$ cat src/rtl/periph_irq_ctrl.sv
// Peripheral interrupt controller: edge-latched pending bits, IDLE/REQ/SERVICE handshake, irq_o 2 edges after a source rise.
// Arbitration is fixed lowest-index priority; define IRQ_ROUND_ROBIN_EN to arbitrate round-robin from a rotating pointer.
module periph_irq_ctrl #(
  parameter int unsigned N_SRC = 4
) (
  input  logic                     clk_i,
  input  logic                     rst_i,
  input  logic [N_SRC-1:0]         src_irq_i,
  input  logic [N_SRC-1:0]         mie_i,
  input  logic                     irq_ack_i,
  input  logic                     irq_ret_i,
  output logic                     irq_o,
  output logic [$clog2(N_SRC)-1:0] irq_id_o,
  output logic [31:0]              irq_cause_o,
  output logic [N_SRC-1:0]         src_ack_o
);

  localparam int unsigned ID_W = $clog2(N_SRC);

  typedef enum logic [1:0] {IDLE, REQ, SERVICE} state_t;

  state_t            state_q, state_d;
  logic [N_SRC-1:0]  src_prev_q;
  logic [N_SRC-1:0]  pending_q, pending_d;
  logic [N_SRC-1:0]  src_ack_q, src_ack_d;
  logic [N_SRC-1:0]  rise, cand, clr;
  logic [ID_W-1:0]   id_q, id_d;
  logic [ID_W-1:0]   win_id;
  logic              win_vld;
  logic              irq_q, irq_d;

`ifdef IRQ_ROUND_ROBIN_EN
  logic [ID_W-1:0]   rr_q, rr_d;
`endif

  assign rise = src_irq_i & ~src_prev_q;
  assign cand = pending_q & mie_i;

`ifdef IRQ_ROUND_ROBIN_EN
  // Scan candidates starting at the pointer, wrapping at N_SRC.
  always_comb begin
    int unsigned idx;
    logic [ID_W-1:0] pos;
    win_vld = 1'b0;
    win_id  = '0;
    idx     = 0;
    pos     = '0;
    for (int unsigned k = 0; k < N_SRC; k++) begin
      idx = (32'(rr_q) + k) % N_SRC;
      pos = ID_W'(idx);
      if (!win_vld && cand[pos]) begin
        win_vld = 1'b1;
        win_id  = pos;
      end
    end
  end
`else
  always_comb begin
    win_vld = 1'b0;
    win_id  = '0;
    for (int unsigned k = 0; k < N_SRC; k++) begin
      if (!win_vld && cand[k]) begin
        win_vld = 1'b1;
        win_id  = ID_W'(k);
      end
    end
  end
`endif

  always_comb begin
    state_d   = state_q;
    id_d      = id_q;
    clr       = '0;
    src_ack_d = '0;
`ifdef IRQ_ROUND_ROBIN_EN
    rr_d      = rr_q;
`endif
    case (state_q)
      IDLE: begin
        if (win_vld) begin
          state_d = REQ;
          id_d    = win_id;
        end
      end
      REQ: begin
        // Ack beats a same-cycle mask drop.
        if (irq_ack_i) begin
          state_d   = SERVICE;
          clr       = N_SRC'(1) << id_q;
          src_ack_d = N_SRC'(1) << id_q;
`ifdef IRQ_ROUND_ROBIN_EN
          rr_d      = (id_q == ID_W'(N_SRC - 1)) ? '0 : id_q + ID_W'(1);
`endif
        end else if (!mie_i[id_q]) begin
          state_d = IDLE;
        end
      end
      SERVICE: begin
        if (irq_ret_i) state_d = IDLE;
      end
      default: state_d = IDLE;
    endcase
    // A new edge in the same cycle as the ack clear keeps the bit pending.
    pending_d = (pending_q & ~clr) | rise;
    irq_d     = (state_d == REQ);
  end

  always_ff @(posedge clk_i or posedge rst_i) begin
    if (rst_i) begin
      state_q    <= IDLE;
      src_prev_q <= '0;
      pending_q  <= '0;
      src_ack_q  <= '0;
      id_q       <= '0;
      irq_q      <= 1'b0;
`ifdef IRQ_ROUND_ROBIN_EN
      rr_q       <= '0;
`endif
    end else begin
      state_q    <= state_d;
      src_prev_q <= src_irq_i;
      pending_q  <= pending_d;
      src_ack_q  <= src_ack_d;
      id_q       <= id_d;
      irq_q      <= irq_d;
`ifdef IRQ_ROUND_ROBIN_EN
      rr_q       <= rr_d;
`endif
    end
  end

  assign irq_o       = irq_q;
  assign irq_id_o    = id_q;
  assign irq_cause_o = 32'h8000_0010 + 32'(id_q);
  assign src_ack_o   = src_ack_q;

endmodule

$ cat config.mk
export PLATFORM = sky130hd
export DESIGN_NAME = periph_irq_ctrl
export DESIGN_NICKNAME = d
export VERILOG_FILES = /design/src/rtl/periph_irq_ctrl.sv
export SDC_FILE = /design/constraint.sdc
export NUM_CORES = 1
export LEC_CHECK = 0
export CORE_AREA = 2 2 51 53
export CTS_BUF_LIST = sky130_fd_sc_hd__clkbuf_4 sky130_fd_sc_hd__clkbuf_8 sky130_fd_sc_hd__clkbuf_16
export DETAILED_ROUTE_END_ITERATION = 8
export DIE_AREA = 0 0 53 55
export MAX_ROUTING_LAYER = met4
export PLACE_DENSITY = 0.86
export SLEW_MARGIN = 20
export SYNTH_ARGS = -nofsm -noshare
export SYNTH_HDL_FRONTEND = slang
export SYNTH_SLANG_ARGS = --single-unit
$ cat constraint.sdc
create_clock -name clk_i -period 2.3 [get_ports clk_i]
set_input_delay 0.345 -clock clk_i [delete_from_list [all_inputs] [get_ports clk_i]]
set_output_delay 0.345 -clock clk_i [all_outputs]
set_load 0.1 [all_outputs]
### Yosys cells after proc, flatten, opt, wreduce, memory -nomap -nowiden

Index checks and enable logic that the tools add are counted.

* multiplexer cells: 16
* eq/ne operators: 3
* add/subtract/negate cells: 1
* $lt $le $gt $ge: 1
* shifts and indexed selects: 1
* bitwise operators: 6
* reduce and logical (&&, ||, !) cells: 8

Operator list (count)
* adder 32 x 2 -> 32 bit, first input constant: 1
* bitwise AND 4 bit: 3
* two-way mux 2 bit: 6
* two-way mux 4 bit: 2
* NOT 4 bit: 2
* two-way mux 1 bit: 6
* case mux 2 bit (3 select lines): 1
* == test 2 x 1 -> 1 bit, second input constant: 2
* bitwise OR 4 bit: 1
* left shift 1 x 2 -> 4 bit, first input constant: 1
* logical AND 1 bit: 3
* zero test 1 bit: 3
* less-than comparator 2 x 3 -> 1 bit, second input constant: 1
* binary-select mux 1 bit (select 2 bit): 1
* == test 2 bit, second input constant: 1
* zero test 2 bit: 1
* AND reduction 2 bit: 1

* register bits after elaboration: 17
* word-level logic and storage cells: 42
* output and inout bits: 39
* input port bits: 12

### Logic depth before layout (Yosys ltp)

* word-level depth: 14
* mapped depth: 3
* gate-level depth less buffers: 3

### Least setup slack after synthesis

Ideal clock, no wire load.

* kind: register -> register
* start: reg id_q[1], in the netlist irq_id_o[1]
* end: reg irq_q, in the netlist irq_o
* setup time: 146 ps
* path slack: 412 ps
* required time: 2154 ps
* buffers on the path: 0
* period minus slack after synthesis: 1888 ps
* data arrival time: 1742 ps
* stages on the path, launching flop included: 4
* cell sequence: dfrtp_1 mux4_2 nand2_1 o311ai_0

* cells in the longest elaborated chain, start to end: 6

RTL lines
* from (decl): RTL line 27 `logic [ID_W-1:0] id_q, id_d;`
* from (signal assigned): RTL line 124 `id_q <= id_d;`
* binary-select mux 1 bit (select 2 bit): RTL line 94 `end else if (!mie_i[id_q]) begin`
* two-way mux 1 bit (implied by the code): RTL line 94
* two-way mux 2 bit: RTL line 94
* two-way mux 2 bit: RTL line 87 `if (irq_ack_i) begin`
* case mux 2 bit (3 select lines): RTL line 78 `case (state_q)`
* == test 2 x 1 -> 1 bit: RTL line 105 `irq_d = (state_d == REQ);`
* named net irq_d: RTL line 30 `logic irq_q, irq_d;`
* to (signal assigned): RTL line 125 `irq_q <= irq_d;`
* to (decl): RTL line 30

The timed path passes the listed nets, and every way through them passes these cells. The select of a mux whose other input is x is not followed.
A chain may end at the register's enable or synchronous reset.

### Worst setup path after layout

* start: reg id_q[0], in the netlist irq_id_o[0]
* end: out irq_id_o[0]

RTL lines
* to (decl): RTL line 13 `output logic [$clog2(N_SRC)-1:0] irq_id_o,`

No word-level cell between the ends.

==> flow_summary_export.csv <==
group,metric,value,unit
layout,diodes,0,
floorplan,die_w,53,um
cts,ctsHtreeMaxLevel,1,
sta,hold_viol_final,0,
synthesis,synthSimpleGateAreaFrac,6.94,%
worst_setup_path,critical_path.slowest_cell,"dfrtp_1",
place,io_buffers,20,
cts,numCtsBuffers,3,
global_routing,grt_overflow,0,
place,place_congestion,0.850,
sta,whs,0.426,ns
worst_hold_path,min_path_type,"in -> async",
worst_setup_path,critPathMaxFanout,7,
worst_setup_path,cp_num_buf_inv,1,
sta,worstMarginPinSlew,0.623,ns
place,place_hpwl,1170,um
layout,final_util,42.8,%
floorplan,io_pins,51,
synthesis,synthTopCellsByArea,"dfrtp_1 (47%), buf_4 (27%), inv_1 (4.6%), o22ai_1 (2.8%), mux4_2 (2.5%)",
routing,drt_iter0_drc,8,
layout,layout-drive-gt1-share,13.8,%
global_routing,antenna_found_initial,0,
global_routing,grt_use_total,11.1,%
floorplan,rows,18,
synthesis,synth_warnings,0,
synthesis,synthArstFlopShare,100,%
synthesis,synth_compound_area_share,11.3,%
sta,rsz0062_at_grt,"no",
cts,post_cts_buffers,0,
synthesis,synth_top_family_by_area,"buffers and inverters",
layout,nets,122,
sta,skew,0.00267,ns
routing,drc,0,
sta,slew_headroom,58.4,%
synthesis,synth_cells,89,
sta,timing.final.max_slew_violations,0,
sta,fmax,691,MHz
layout,syn2layout_area_growth,12.2,%
routing,vias,574,
synthesis,syn_avg_cell_area,10.1,um^2
status,run_status,"finished clean",
worst_setup_path,cp-end-kind,"output pin",
routing,routedWlPerCell,10.4,um
synthesis,synth_fa_ha_area_share,0,%
routing,drtAntennaViolNets,0,
synthesis,ys_seq_elements,17,
worst_setup_path,crit_path_start_kind,"register",
cts,cts.sinks,17,
sta,setup_viol,0,
floorplan,die_area,2920,um^2
sta,tns,0,ns
synthesis,ys_types,21,
global_routing,grt_max_degree,18,
cts,ctsResizeCount,0,
synthesis,syn-cell-area,901,um^2
worst_setup_path,path_class,"reg -> out",
routing,drt_first_pass_iters,4,
worst_setup_path,worstPathCellList,"buf_4",
sta,layout_min_cycle_time,1.45,ns
cts,cts_buffer_depth,2,
synthesis,ys_seq_area_share,47.2,%
worst_setup_path,arrival,1.10,ns
global_routing,grt_pass1_wl,2200,um
cts,tritoncts,"built",
worst_setup_path,critical_path.top_delay_family,"flip-flops",
routing,wirelength,1450,um
floorplan,coreArea,2360,um^2
cts,cts-root-buf,"clkbuf_4",
synthesis,synth.top_cell.area_share,47.2,%
cts,path_clk_slew,0.09,ns
synthesis,synthMuxAreaShare,2.50,%
worst_setup_path,slowest_delay,0.48,ns
synthesis,ys.flop_type,"dfrtp_1",
routing,post_drt_via_cell_ratio,4.13,
synthesis,synth_area_leader_cell,"dfrtp_1",
floorplan,start_util,38.1,%
cts,ctsHoldBuffers,0,
cts,clk_latency,0.28,ns
sta,fin_crit_sh,62.9,%
worst_setup_path,worstPathRequired,1.96,ns
job,maxCapViolations,0,
synthesis,synthXorXnorAreaFrac,0,%
global_routing,grt_pass1_vias,560,
synthesis,synth_edf_count,0,
floorplan,fp.dieH,55,um
[area by class of cell]
cell class	count	area [um^2]
inverter	11	41.3
sequential	17	425
multi-input combinational	57	299
clock buffer	4	30.0
timing repair buffer	20	178
fill	234	1350
tap	30	37.5
[worst paths after layout]
kind,depth (start not counted),slack [ns],startpoint,end
hold reg to reg,1,0.43,src_prev_q[3]$_DFF_PP0_,pending_q[3]$_DFF_PP0_
hold / removal,2,0.43,rst_i,src_ack_o[2]$_DFF_PP0_
min in group clk_i,1,0.43,src_prev_q[3]$_DFF_PP0_,pending_q[3]$_DFF_PP0_
setup / recovery,1,0.85,irq_id_o[0]$_DFFE_PP0P_,irq_id_o[0]
max in group asynchronous,2,1.47,rst_i,pending_q[3]$_DFF_PP0_
setup reg to reg,3,0.91,irq_id_o[1]$_DFFE_PP0P_,irq_o$_DFF_PP0_
[state kept, by name, indices dropped and copies added (netlist names)]
signal	flops
irq_id_o	2
irq_o	1
pending_q	4
src_ack_o	4
src_prev_q	4
state_q	2
[layer usage]
metal | vias up | routed length [um] | track usage (%)
met2 | 36 | 766 | 20.8
met5 | - | 0 | -
met4 | 0 | 10 | 7.26
met3 | 2 | 132 | 2.69
met1 | 264 | 543 | 10.0
li1 | 272 | - | -
[synth_stat cells (all sizes together) (2+ instances only)]
library cell  count
a21oi             2
a22o              2
buf              32
conb              2
dfrtp            17
inv              11
nand2             3
nor3              4
o22ai             4
o311ai            2
[stage by stage]
step                instance area [um^2]  cells  setup WS, ns
floorplan                           1010    117         0.412
global placement                     981    135         0.703
detailed placement                   981    135         0.579
CTS                                 1010    139         0.856
global route                        1010    139         0.814
finish                              1010    139         0.853
[kinds of logic (layout without fill, tap and decap cells)]
family | count (synthesis) | count (layout)
AOI/OAI and AO/OA | 14 | 14
and+or+nand+nor | 12 | 12
buffers and inverters | 43 | 35
muxes | 1 | 1
other | 2 | 30
DFF | 17 | 17
[layout by cell type (no fill, tap or decap)]
cell type / instances
conb_1: 30
dfrtp_1: 17
inv_1: 11
clkdlybuf4s50_1: 11
buf_4: 9
nor3_1: 4
o22ai_1: 4
clkbuf_4: 4
nand2_1: 3
o311ai_0: 2
a21oi_1: 2
nand3b_1: 1
nand2b_1: 1
o21ai_0: 1
a22oi_1: 1
nor2_1: 1
a22o_2: 1
mux4_2: 1
nor3b_1: 1
o31ai_1: 1
and2_1: 1
a32o_1: 1
a22o_1: 1
Power is left out: the tool's default activity adds up to more than one toggle a clock period on the data nets, which glitch-free logic cannot reach.
